## src/rtl/huff_cfg_ctrl.sv

```systemverilog
// Huffman encoder-atom controller: streams a codebook into the atom's lookup table,
// then feeds symbols through the atom with a ready/valid handshake on both sides.
module huff_cfg_ctrl #(
    parameter int SYMBOL_WIDTH      = 4,
    parameter int ENC_MAX_WIDTH     = 4,
    parameter int ENC_MAX_LEN_WIDTH = 2,
    parameter int NUM_SYMBOLS       = 16
) (
    input  logic                         clk,
    input  logic                         rst_n,
    input  logic                         start,
    input  logic                         cb_valid,
    output logic                         cb_ready,
    input  logic [ENC_MAX_WIDTH-1:0]     cb_enc,
    input  logic [ENC_MAX_LEN_WIDTH-1:0] cb_len,
    input  logic                         sym_valid,
    output logic                         sym_ready,
    input  logic [SYMBOL_WIDTH-1:0]      sym_in,
    output logic                         config_en,
    output logic [NUM_SYMBOLS-1:0]       config_select,
    output logic [ENC_MAX_WIDTH-1:0]     config_enc,
    output logic [ENC_MAX_LEN_WIDTH-1:0] config_enc_len,
    output logic [SYMBOL_WIDTH-1:0]      symbol,
    input  logic [ENC_MAX_WIDTH-1:0]     enc,
    input  logic [ENC_MAX_LEN_WIDTH-1:0] enc_len,
    output logic                         out_valid,
    input  logic                         out_ready,
    output logic [ENC_MAX_WIDTH-1:0]     out_enc,
    output logic [ENC_MAX_LEN_WIDTH-1:0] out_len,
    output logic                         loaded,
    output logic [15:0]                  sym_count
);

    typedef enum logic [1:0] {
        IDLE,
        LOAD,
        RUN
    } state_t;

    localparam logic [SYMBOL_WIDTH-1:0] LAST_IDX = SYMBOL_WIDTH'(NUM_SYMBOLS - 1);
    localparam logic [NUM_SYMBOLS-1:0]  SEL_ONE  = NUM_SYMBOLS'(1);

    state_t                       state_q, state_d;
    logic [SYMBOL_WIDTH-1:0]      idx_q, idx_d;
    logic                         pending_q, pending_d;
    logic                         loaded_q, loaded_d;
    logic                         config_en_q, config_en_d;
    logic [NUM_SYMBOLS-1:0]       config_select_q, config_select_d;
    logic [ENC_MAX_WIDTH-1:0]     config_enc_q, config_enc_d;
    logic [ENC_MAX_LEN_WIDTH-1:0] config_enc_len_q, config_enc_len_d;
    logic [SYMBOL_WIDTH-1:0]      symbol_q, symbol_d;
    logic                         out_valid_q, out_valid_d;
    logic [15:0]                  sym_count_q, sym_count_d;

    always_comb begin
        // NOTE: every signal written here gets a default first, so no latches are inferred.
        state_d          = state_q;
        idx_d            = idx_q;
        pending_d        = pending_q;
        loaded_d         = loaded_q;
        config_en_d      = 1'b0;
        config_select_d  = '0;
        config_enc_d     = config_enc_q;
        config_enc_len_d = config_enc_len_q;
        symbol_d         = symbol_q;
        out_valid_d      = out_valid_q;
        sym_count_d      = sym_count_q;
        cb_ready         = 1'b0;
        sym_ready        = 1'b0;

        if (out_valid_q && out_ready) begin
            sym_count_d = sym_count_q + 16'd1;
            out_valid_d = 1'b0;
        end

        case (state_q)
            IDLE: begin
                if (start) begin
                    state_d = LOAD;
                    idx_d   = '0;
                end
            end

            LOAD: begin
                cb_ready = 1'b1;
                if (cb_valid) begin
                    config_en_d      = 1'b1;
                    config_select_d  = SEL_ONE << idx_q;
                    config_enc_d     = cb_enc;
                    config_enc_len_d = cb_len;
                    idx_d            = idx_q + SYMBOL_WIDTH'(1);
                    if (idx_q == LAST_IDX) begin
                        state_d     = RUN;
                        loaded_d    = 1'b1;
                        sym_count_d = '0;
                        idx_d       = '0;
                    end
                end
            end

            RUN: begin
                // A requested reload blocks new symbols until the last output has drained.
                sym_ready = !pending_q && (!out_valid_q || out_ready);
                if (start) begin
                    pending_d = 1'b1;
                end
                if (sym_valid && sym_ready) begin
                    symbol_d    = sym_in;
                    out_valid_d = 1'b1;
                end
                if (pending_q && !out_valid_q) begin
                    state_d   = LOAD;
                    loaded_d  = 1'b0;
                    pending_d = 1'b0;
                    idx_d     = '0;
                end
            end

            default: state_d = IDLE;
        endcase
    end

    always_ff @(posedge clk) begin
        // NOTE: sequential state uses non-blocking assignments only.
        if (!rst_n) begin
            state_q          <= IDLE;
            idx_q            <= '0;
            pending_q        <= 1'b0;
            loaded_q         <= 1'b0;
            config_en_q      <= 1'b0;
            config_select_q  <= '0;
            config_enc_q     <= '0;
            config_enc_len_q <= '0;
            symbol_q         <= '0;
            out_valid_q      <= 1'b0;
            sym_count_q      <= '0;
        end else begin
            state_q          <= state_d;
            idx_q            <= idx_d;
            pending_q        <= pending_d;
            loaded_q         <= loaded_d;
            config_en_q      <= config_en_d;
            config_select_q  <= config_select_d;
            config_enc_q     <= config_enc_d;
            config_enc_len_q <= config_enc_len_d;
            symbol_q         <= symbol_d;
            out_valid_q      <= out_valid_d;
            sym_count_q      <= sym_count_d;
        end
    end

    assign config_en      = config_en_q;
    assign config_select  = config_select_q;
    assign config_enc     = config_enc_q;
    assign config_enc_len = config_enc_len_q;
    assign symbol         = symbol_q;
    assign out_valid      = out_valid_q;
    assign loaded         = loaded_q;
    assign sym_count      = sym_count_q;
    assign out_enc        = enc;
    assign out_len        = enc_len;

endmodule

```

## config.mk

```make
export PLATFORM = sky130hd
export DESIGN_NAME = huff_cfg_ctrl
export DESIGN_NICKNAME = d
export VERILOG_FILES = /design/src/rtl/huff_cfg_ctrl.sv
export SDC_FILE = /design/constraint.sdc
export NUM_CORES = 1
export LEC_CHECK = 0
export BUFFER_PORTS_ARGS = -buffer_cell sky130_fd_sc_hd__buf_2
export CAP_MARGIN = 20
export CORE_UTILIZATION = 53
export CTS_BUF_LIST = sky130_fd_sc_hd__clkbuf_4 sky130_fd_sc_hd__clkbuf_8
export DETAILED_ROUTE_END_ITERATION = 12
export GPL_TIMING_DRIVEN = 0
export MAX_ROUTING_LAYER = met4
export PLACE_DENSITY = 0.95
export SLEW_MARGIN = 20
export SYNTH_ARGS = -nofsm -noshare
export SYNTH_HDL_FRONTEND = slang
export SYNTH_SLANG_ARGS = --single-unit
```

## constraint.sdc

```tcl
create_clock -name clk -period 4.57 [get_ports clk]
set_input_delay 0.914 -clock clk [delete_from_list [all_inputs] [get_ports clk]]
set_output_delay 0.914 -clock clk [all_outputs]
set_load 0.02 [all_outputs]
```

==> flow_summary.ini <==
[finish]
fillers = 286
final_common_cell = buf_2
final_cell_mix = 75 x buf_2, 52 x dfxtp_1, 14 x nor2_1, 13 x and2_1
finalNetCount = 330
diodes = 0
layout-drive-gt1-share_pct = 31.5
fin_util_pct = 70.5
area_delta_synth_final_pct = 22.6

[sta]
clock-skew-final_ns = 0.0117
finalSetupTns_ns = 0
fin_crit_sh_pct = 54.3
slew_viol_final = 0
worstMarginPinSlew_ns = 0.450
setup_viol = 0
hold_viol_final = 0
fmaxAchievable_mhz = 403
min_period_ns = 2.48
slew-limit-headroom_pct = 69.9
rsz0062_at_grt = no

[detailed_routing]
totalWireLength_mm = 4.28
post_drt_wl_per_cell_um = 12.2
viasPerCell = 5.20
drcViolationCount = 0
drt_iter0_markers = 152
drt_pre_antenna_iters = 4
via_count = 1821
drtAntennaViolNets = 0

[placement]
dp_hpwl_mm = 3.07
numPortBuffers = 68
gp_congestion = 0.872

[power_and_ir_drop]
p_per_area_nw_per_um2 = 291
p_leak_nw = 1.23
ir_drop_uv = 189

[worst_setup_path]
worstSetupPathType = in -> out
worstPathRequired_ns = 3.66
timing.critical_path.from = out_ready
arrival_ns = 1.57
r2r_start = idx_q[1]
crit_path_start_kind = primary input
crit_fanout = 6
cp-end-kind = primary output

[clock_tree]
postCtsHoldBufs = 0
cts_tree = done
post_cts_resize_count = 0
clkTransAtPathRegs_ns = 0.09
cts_buffers = 5
clock-root-buffer = clkbuf_8
htreeDepth = 2
cts.sinks = 52
cts_buffer_depth = 2
clkLatencyLatePin_ns = 0.31
post_cts_buffers = 0

[worst_hold_path]
min_from = sym_count[1]
hold_path.class = reg -> reg

[grt]
grt_pass1_wl_mm = 7.13
grt_max_degree = 17
grt_overflow = 0
track_usage_pct = 21.8
antenna_found_initial = 0
grt_pass1_vias = 1617

[synthesis]
synth.net_count = 255
ys_types = 36
syn_area_um2 = 2180
yosysWarnings = 0
postSynthAreaPerCell_um2 = 9.67
ys_ff_latch = 52
syn_inst = 226
yosysSeqAreaShare_pct = 47.7

[flow_run]
drv_cap = 0

[status]
status = finished clean

[floorplan]
die_h_um = 66.2
die_w_um = 66.2
die_area_um2 = 4380
initial_utilization_pct = 57.5
rows = 22
ios = 75
core_um2 = 3800
flip-flops by register name, summed over array words and instances, names as in the netlist:
signal and flops:
state_q 2, sym_count 16, config_select 16, config_enc_len 2, config_enc 4, pending_q 1
loaded 1, config_en 1, idx_q 4, symbol 4, out_valid 1
path summary, 6_finish.rpt:
path | slack, ns | to | cells past startpoint
worst max-delay path | 2.09 | sym_ready | 4
worst min-delay path | 0.50 | sym_count[1] | 2
worst max register to register | 2.81 | sym_count[2] | 6
worst min register to register | 0.50 | sym_count[1] | 2
kinds of logic (layout without fill, tap and decap cells):
kind of cell    after synthesis  count (layout)  synth area share (%)
fa+ha+maj                     7               7                  4.01
simple gates                100             100                  26.7
mux                          11              11                  5.04
buf+inv                      21              97                  5.38
compound gates               25              25                  7.16
xor+xnor                     10              10                  4.01
flops                        52              52                  47.7
metrics by stage:
stage               total power (W)  hold WS [ns]  cell area [µm²]  setup WS [ns]  std cells
floorplan                  0.000507         0.486             2180           2.21        226
global placement           0.000526         0.448             2580           2.10        342
detailed placement         0.000527         0.463             2580           2.10        342
CTS                        0.000783         0.498             2680           2.09        350
global route               0.000812         0.548             2680           2.04        350
finish                     0.000779         0.495             2680           2.09        350
where the power goes:
group	total [W]	switching, W	internal [W]	leakage, nW
logic	0.0000569	0.0000318	0.0000251	0.770
clock network	0.000262	0.000147	0.000115	0.0448
registers	0.000460	0.00000238	0.000457	0.420
total	0.000779	0.000182	0.000598	1.23
cell usage after synthesis, drive strengths merged:
library cell	instances	area, µm²
dfxtp	52	1040
buf	14	91.3
nor2	14	52.6
and2	13	81.3
nand2	13	51.3
nand3	12	60.1
nor2b	12	75.1
mux2i	11	110
xor2	10	87.6
a21oi	9	48.8
and3	8	50.1
nand4	8	50.1
ha	7	87.6
o21ai	6	30.0
or3	6	37.5
a21boi	5	37.5
inv	5	18.8
and4	3	26.3
o21a	3	22.5
clkbuf	2	7.51
nand2b	2	12.5
nor3	2	10.0
nor4b	2	32.5
nand3b	1	7.51
nand4bb	1	11.3
nor4	1	6.26
o211a	1	10.0
o211ai	1	7.51
or2	1	6.26
or4b	1	13.8
worst max-delay path, cell delays in order:
cell	delay, ns
buf_2	0.13
nor2b_1	0.27
nor3_1	0.08
buf_2	0.17
per-layer routing:
metal	GRT usage, %	wire (µm)	vias to the layer above
met1	26.4	1940	821
li1	-	-	922
met3	4.31	243	11
met2	35.3	2000	67
met5	-	0	-
met4	9.04	92	0
area by class of cell:
cell class	instances	area (µm²)	share of cell area, %
multi-input cells	153	1030	38.3
well taps	48	60.1	2.24
plain buffers	16	98.8	3.69
repair buffers	68	340	12.7
clock buffers	6	76.3	2.85
flip-flops and latches	52	1040	38.9
inverters	5	18.8	0.701
clock inverters	2	16.3	0.607
(Power assumes the default switching activity.)
